--- src/rtl/priority_dec_if.sv ---
// priority_dec_if
//   Handshake and output bundle for the priority decoder.
//   Y      [1:0] encoded index to decode
//   valid        Y is valid this cycle
//   ready        decoder can accept a transfer this cycle
//   D      [3:0] one-hot decoded line, zero when not driving
//   busy         decoder is in DRIVE or GAP
//   done         pulse on the last DRIVE cycle of each word
//   master: producer of Y/valid (consumer of the decoded outputs)
//   slave : the decoder itself
interface priority_dec_if;
  logic [1:0] Y;
  logic       valid;
  logic       ready;
  logic [3:0] D;
  logic       busy;
  logic       done;

  modport master (output Y, valid, input ready, D, busy, done);
  modport slave  (input Y, valid, output ready, D, busy, done);
endinterface

--- src/rtl/priority_dec.sv ---
// priority_dec
//   Decodes a 2-bit index into a one-hot word held on D for HOLD cycles,
//   followed by GAP all-zero cycles. One word can be queued while busy.
//   Parameters: HOLD (1..255) drive cycles per word, GAP (0..255) zero cycles.
//   clk  sole clock, rising edge
//   rst  asynchronous, active-low reset
//   bus  priority_dec_if.slave (Y, valid in; ready, D, busy, done out)
//
// state   | meaning
// --------+-------------------------------------------------------------
// S_IDLE  | nothing in flight, D=0, pending register always empty
// S_DRIVE | D holds the decoded word; cnt counts remaining drive cycles
// S_GAP   | D=0 spacing after a word; cnt counts remaining gap cycles
module priority_dec #(
  parameter int HOLD = 2,
  parameter int GAP  = 1
) (
  input  logic           clk,
  input  logic           rst,
  priority_dec_if.slave  bus
);

  typedef enum logic [1:0] {S_IDLE, S_DRIVE, S_GAP} state_t;

  localparam logic [7:0] HOLD_C = 8'(HOLD);
  localparam logic [7:0] GAP_C  = 8'(GAP);

  state_t     state;
  logic [7:0] cnt;
  logic [1:0] pend;
  logic       pend_full;
  logic [3:0] d_q;
  logic       busy_q;
  logic       done_q;

  logic       xfer;
  logic       end_word;
  logic [1:0] launch_idx;

  function automatic logic [3:0] decode(input logic [1:0] idx);
    decode = 4'b1000 >> idx;
  endfunction

  // ready is forced low during reset, not just after the first edge
  assign bus.ready = rst & ~pend_full;
  assign xfer      = bus.valid & bus.ready;

  // Word boundary: last GAP cycle, or last DRIVE cycle when there is no gap.
  assign end_word  = ((state == S_DRIVE) && (cnt == 8'd1) && (GAP_C == 8'd0)) ||
                     ((state == S_GAP)   && (cnt == 8'd1));

  // A transfer landing exactly on the boundary launches directly instead of
  // passing through the pending register, so no cycle is lost.
  assign launch_idx = pend_full ? pend : bus.Y;

  always_ff @(posedge clk or negedge rst) begin
    if (!rst) begin
      state     <= S_IDLE;
      cnt       <= 8'd0;
      pend      <= 2'd0;
      pend_full <= 1'b0;
      d_q       <= 4'b0000;
      busy_q    <= 1'b0;
      done_q    <= 1'b0;
    end else begin
      case (state)
        S_IDLE: begin
          if (xfer) begin
            state  <= S_DRIVE;
            d_q    <= decode(bus.Y);
            cnt    <= HOLD_C;
            busy_q <= 1'b1;
            done_q <= (HOLD_C == 8'd1);
          end
        end
        S_DRIVE, S_GAP: begin
          if (end_word) begin
            if (pend_full || xfer) begin
              state     <= S_DRIVE;
              d_q       <= decode(launch_idx);
              cnt       <= HOLD_C;
              done_q    <= (HOLD_C == 8'd1);
              pend_full <= 1'b0;
              pend      <= 2'd0;
            end else begin
              state  <= S_IDLE;
              d_q    <= 4'b0000;
              cnt    <= 8'd0;
              busy_q <= 1'b0;
              done_q <= 1'b0;
            end
          end else begin
            if (xfer) begin
              pend      <= bus.Y;
              pend_full <= 1'b1;
            end
            if ((state == S_DRIVE) && (cnt == 8'd1)) begin
              state  <= S_GAP;
              cnt    <= GAP_C;
              d_q    <= 4'b0000;
              done_q <= 1'b0;
            end else begin
              cnt <= cnt - 8'd1;
              if (state == S_DRIVE) done_q <= (cnt == 8'd2);
            end
          end
        end
        default: begin
          state  <= S_IDLE;
          d_q    <= 4'b0000;
          busy_q <= 1'b0;
          done_q <= 1'b0;
        end
      endcase
    end
  end

  assign bus.D    = d_q;
  assign bus.busy = busy_q;
  assign bus.done = done_q;

endmodule

--- src/flat_wrapper.sv ---
// flat-port wrapper written by rule: the top's interface ports become plain ports
module priority_dec_flat 
#(
  parameter int HOLD = 2,
  parameter int GAP  = 1
)
  (clk, rst, bus_Y, bus_valid, bus_ready, bus_D, bus_busy, bus_done);
  priority_dec_if bus_i ();
  input  logic clk;
  input  logic rst;
  input wire logic [$bits(bus_i.Y)-1:0] bus_Y;
  input wire logic [$bits(bus_i.valid)-1:0] bus_valid;
  output wire logic [$bits(bus_i.ready)-1:0] bus_ready;
  output wire logic [$bits(bus_i.D)-1:0] bus_D;
  output wire logic [$bits(bus_i.busy)-1:0] bus_busy;
  output wire logic [$bits(bus_i.done)-1:0] bus_done;
  assign bus_i.Y = bus_Y;
  assign bus_i.valid = bus_valid;
  assign bus_ready = bus_i.ready;
  assign bus_D = bus_i.D;
  assign bus_busy = bus_i.busy;
  assign bus_done = bus_i.done;
  priority_dec #(.HOLD(HOLD), .GAP(GAP)) u_core (.clk(clk), .rst(rst), .bus(bus_i));
endmodule
--- config.mk ---
export PLATFORM = sky130hd
export DESIGN_NAME = priority_dec_flat
export DESIGN_NICKNAME = d
export VERILOG_FILES = /design/src/rtl/priority_dec_if.sv /design/src/rtl/priority_dec.sv /design/src/flat_wrapper.sv
export SDC_FILE = /design/constraint.sdc
export NUM_CORES = 1
export LEC_CHECK = 0
export BUFFER_PORTS_ARGS = -buffer_cell sky130_fd_sc_hd__buf_2
export CAP_MARGIN = 20
export CELL_PAD_IN_SITES_DETAIL_PLACEMENT = 0
export CELL_PAD_IN_SITES_GLOBAL_PLACEMENT = 1
export CORE_UTILIZATION = 33
export CTS_CLUSTER_SIZE = 14
export DETAILED_ROUTE_END_ITERATION = 8
export PLACE_DENSITY_LB_ADDON = 0.1
export SETUP_SLACK_MARGIN = 0.15
export SYNTH_ARGS = -nofsm -noshare
export SYNTH_HDL_FRONTEND = slang
export SYNTH_SLANG_ARGS = --single-unit
export TNS_END_PERCENT = 100
--- constraint.sdc ---
create_clock -name clk -period 1.6 [get_ports clk]
set_clock_uncertainty 0.1 [all_clocks]
set_input_delay 0.16 -clock clk [delete_from_list [all_inputs] [get_ports clk]]
set_output_delay 0.16 -clock clk [all_outputs]
set_load 0.05 [all_outputs]
==> out/qor.txt <==
number of antenna cells inserted = 0
Top FF cell, synth = sky130_fd_sc_hd__dfrtp_1
flop2flop setup slack = -220 ps
fin crit period = 1820 ps
total of max-cap violations = 0
y dimension of the die = 64.9 um
total clock buffers created by CTS = 3
DRC violation count after routing = 0
number of core rows = 22
Clock Path Buffers = 2
capturing element type of the critical path = flip-flop
leakage power figure = 0.955 nW
antenna violations before repair = 0
largest net degree at the start of global routing = 13
pin slew with the least headroom to its limit = 484 ps
post-synthesis async set-or-reset flop share = 1.00
kind of critical path = flip-flop to flip-flop
worst path arrival time = 1860 ps
Layout area overhead = 60.5%
via count of the first global-routing pass = 1267
H-tree levels = 1
number of distinct library cells after synthesis = 43
Max transition margin = 0.675
final hold slack = 50.1 ps
root buf cell = sky130_fd_sc_hd__clkbuf_8
post-synthesis area per instance = 9.27 um^2
synthesized instance count = 141
top-area cell type share of the netlist area = 0.364
effective utilization at floorplan = 0.349
Hold Path Class = input pin to asynchronous set/reset pin
Logic pwr share = 0.753
antenna violation net count after detailed routing = 0
switching power summed over all nets = 0.00205 W
power density of the placed cells = 2270 nW/um^2
WP data required = 1640 ps
synthesized cell area = 1310 um^2
failing checks = setup timing
CTS clock-pin slew for the worst setup and hold paths = 80 ps
fmax = 0.551 GHz
synth top area cells = sky130_fd_sc_hd__dfrtp_1 36%, sky130_fd_sc_hd__ha_1 6.7%, sky130_fd_sc_hd__a21oi_1 3.4%
biggest cell delay along the critical path = 400 ps
total I/O pin count = 12
clock insertion delay at the later pin of the skew report = 250 ps
Num Clock Sinks = 19
final-report hold violation count = 0
routed vias/inst = 5.29
sum of internal, switching and leakage power = 0.00475 W
post-synth net total = 153
routed len/inst = 15.7 um
count of flip-flops with a built-in enable after synthesis = 0
critical path launch point type = flip-flop
Final Setup Violations = 16
sequential group share of total power = 0.174
worst-path cell with the longest stage delay = sky130_fd_sc_hd__dfrtp_2
unrepaired setup endpoints after global routing = true
flop and latch count out of synthesis = 19
status = finished with violations
placed wire-length estimate = 2690 um
period utilization = 1.14
fraction of layout instances using a drive strength above 1 = 0.535
detailed-route via count = 1322
residual overflow from global routing = 0
largest fanout of any net on the critical path = 4
Total Routed Length = 3930 um
number of DRC markers in iteration 0 = 42
IR Drop Worst-Case VDD = 887 uV
number of fill cells = 346
number of cells in the finished layout apart from fillers = 250
number of I/O port buffers = 11
cell-internal power = 0.00270 W
final setup slack of the worst path = -216 ps
total iterations of the first detailed-routing run = 4
switching share of total power = 0.432
width of the die = 64.9 um
final RePlAce weighted congestion = 0.821
cells traversed along the worst timing path = inv_2 -> buf_6 -> ha_4 -> or2_4 -> a211oi_2 -> mux2_4
largest area contributor in the netlist = sky130_fd_sc_hd__dfrtp_1
part of the Yosys area used for sequential elements = 0.364
Yosys warning count = 0
post-route setup TNS = -1540 ps
wire length of the first global-routing pass = 6290 um
clock share of power = 0.073
Net count, final = 215
final cell utilization of the core = 0.560
total track usage = 0.200
final slew viol count = 0
CTS tree = yes
number of cells after detailed placement = 232
Die Area = 4220 um^2
Core Footprint = 3740 um^2
## flip-flops by register name, summed over array words and instances, names as in the netlist
name	count
u_core.state	2
u_core.bus.done	1
u_core.cnt	8
u_core.pend	2
u_core.bus.D	4
u_core.pend_full	1
u_core.bus.busy	1
## metrics by stage
stage | cell area [um^2] | setup WS [ps]
finish | 2100 | -216
CTS | 1930 | -198
floorplan | 1340 | -141
detailed placement | 1690 | -193
global placement | 1690 | -182
global route | 2100 | -260
## cell families (layout without fill, tap and decap cells)
family | Yosys count | in the layout | share of synthesized area
AO/OA/AOI/OAI | 45 | 45 | 0.238
adder cells (fa/ha/maj) | 7 | 7 | 0.0670
buffers and inverters | 15 | 76 | 0.0555
flip-flops | 19 | 19 | 0.364
multiplexers | 2 | 2 | 0.0201
AND/OR/NAND/NOR | 53 | 53 | 0.256
## synth_stat cells, types with 3 or more instances
cell and instances:
sky130_fd_sc_hd__dfrtp_1 19, sky130_fd_sc_hd__inv_1 10, sky130_fd_sc_hd__a21oi_1 9, sky130_fd_sc_hd__nor2_1 9
sky130_fd_sc_hd__nand2_1 8, sky130_fd_sc_hd__ha_1 7, sky130_fd_sc_hd__o21ai_0 7, sky130_fd_sc_hd__and3_1 6
sky130_fd_sc_hd__nand3_1 6, sky130_fd_sc_hd__nand4_1 6, sky130_fd_sc_hd__a31oi_1 3, sky130_fd_sc_hd__nand2b_1 3
sky130_fd_sc_hd__nor2b_1 3, sky130_fd_sc_hd__o211ai_1 3, sky130_fd_sc_hd__o22ai_1 3, sky130_fd_sc_hd__o2bb2ai_1 3
## per-layer routing
layer  part of all wire  vias up  track usage
met5                  0        -            0
met4             0.0058        0       0.0583
met3              0.012        2       0.0264
met2               0.48        9        0.313
met1               0.50      648        0.283
li1                   -      663            -
## worst paths after layout
kind                                      start               to  cells after the start
worst max-delay path            u_core.state[1]  u_core.bus.busy                      6
worst min register to register  u_core.bus.done  u_core.bus.done                      1
min in group clk                       bus_Y[0]  u_core.bus.D[0]                      3
worst min-delay path                        rst    u_core.cnt[0]                      3
max in group asynchronous                   rst    u_core.cnt[3]                      3
worst max register to register  u_core.state[1]  u_core.bus.busy                      6
## cell type report
cell class              instances  area [um^2]  area share
clock buffers                   4         45.0      0.0215
flip-flops and latches         19          479       0.228
inverters                      10         37.5      0.0179
multi-input cells             107          961       0.458
repair buffers                 62          515       0.246
well taps                      48         60.1      0.0286
## power groups by stage
stage	Sequential, W	Clock [W]	Combinational, W
2_1_floorplan	0.000970	0	0.00139
3_3_place_gp	0.000813	0	0.00252
3_5_place_dp	0.000820	0	0.00251
4_1_cts	0.000815	0.000357	0.00314
5_1_grt	0.000850	0.000377	0.00387
6_report	0.000829	0.000345	0.00358
## critical path: cells and delay by family (launching register included)
| family | cells | cell delay [ps] |
|---|---|---|
| DFF | 1 | 400 |
| muxes | 1 | 330 |
| AOI/OAI and AO/OA | 1 | 290 |
| and+or+nand+nor | 1 | 260 |
| buffers and inverters | 2 | 170 |
| adders and majority gates | 1 | 150 |
## timing repair
action / in CTS / in global routing
cloned: 1 / 0
setup endpoints to repair: 20 / 20
buffers inserted: 6 / 6
gates resized for setup: 26 / 29
hold endpoints to repair: 19 / 0
pin swaps: 11 / 11
hold buffers: 1 / 0
## layout by cell type, fill, tap and decap left out, types with 3 or more instances in the layout
master,n
sky130_fd_sc_hd__dfrtp_2,3
sky130_fd_sc_hd__a21oi_2,4
sky130_fd_sc_hd__a21oi_1,5
sky130_fd_sc_hd__a31oi_1,3
sky130_fd_sc_hd__inv_1,6
sky130_fd_sc_hd__buf_4,39
sky130_fd_sc_hd__o22ai_1,3
sky130_fd_sc_hd__o21ai_1,8
sky130_fd_sc_hd__and3_1,3
sky130_fd_sc_hd__o211ai_1,3
sky130_fd_sc_hd__ha_4,3
sky130_fd_sc_hd__buf_6,10
sky130_fd_sc_hd__clkbuf_8,3
sky130_fd_sc_hd__nand3_1,3
sky130_fd_sc_hd__nor2_1,8
sky130_fd_sc_hd__dfrtp_1,16
sky130_fd_sc_hd__nand2_1,8
sky130_fd_sc_hd__nand4_1,6
sky130_fd_sc_hd__inv_2,4
sky130_fd_sc_hd__and3_4,3
sky130_fd_sc_hd__buf_2,10
Note: power is estimated with default switching activity, not from simulation.
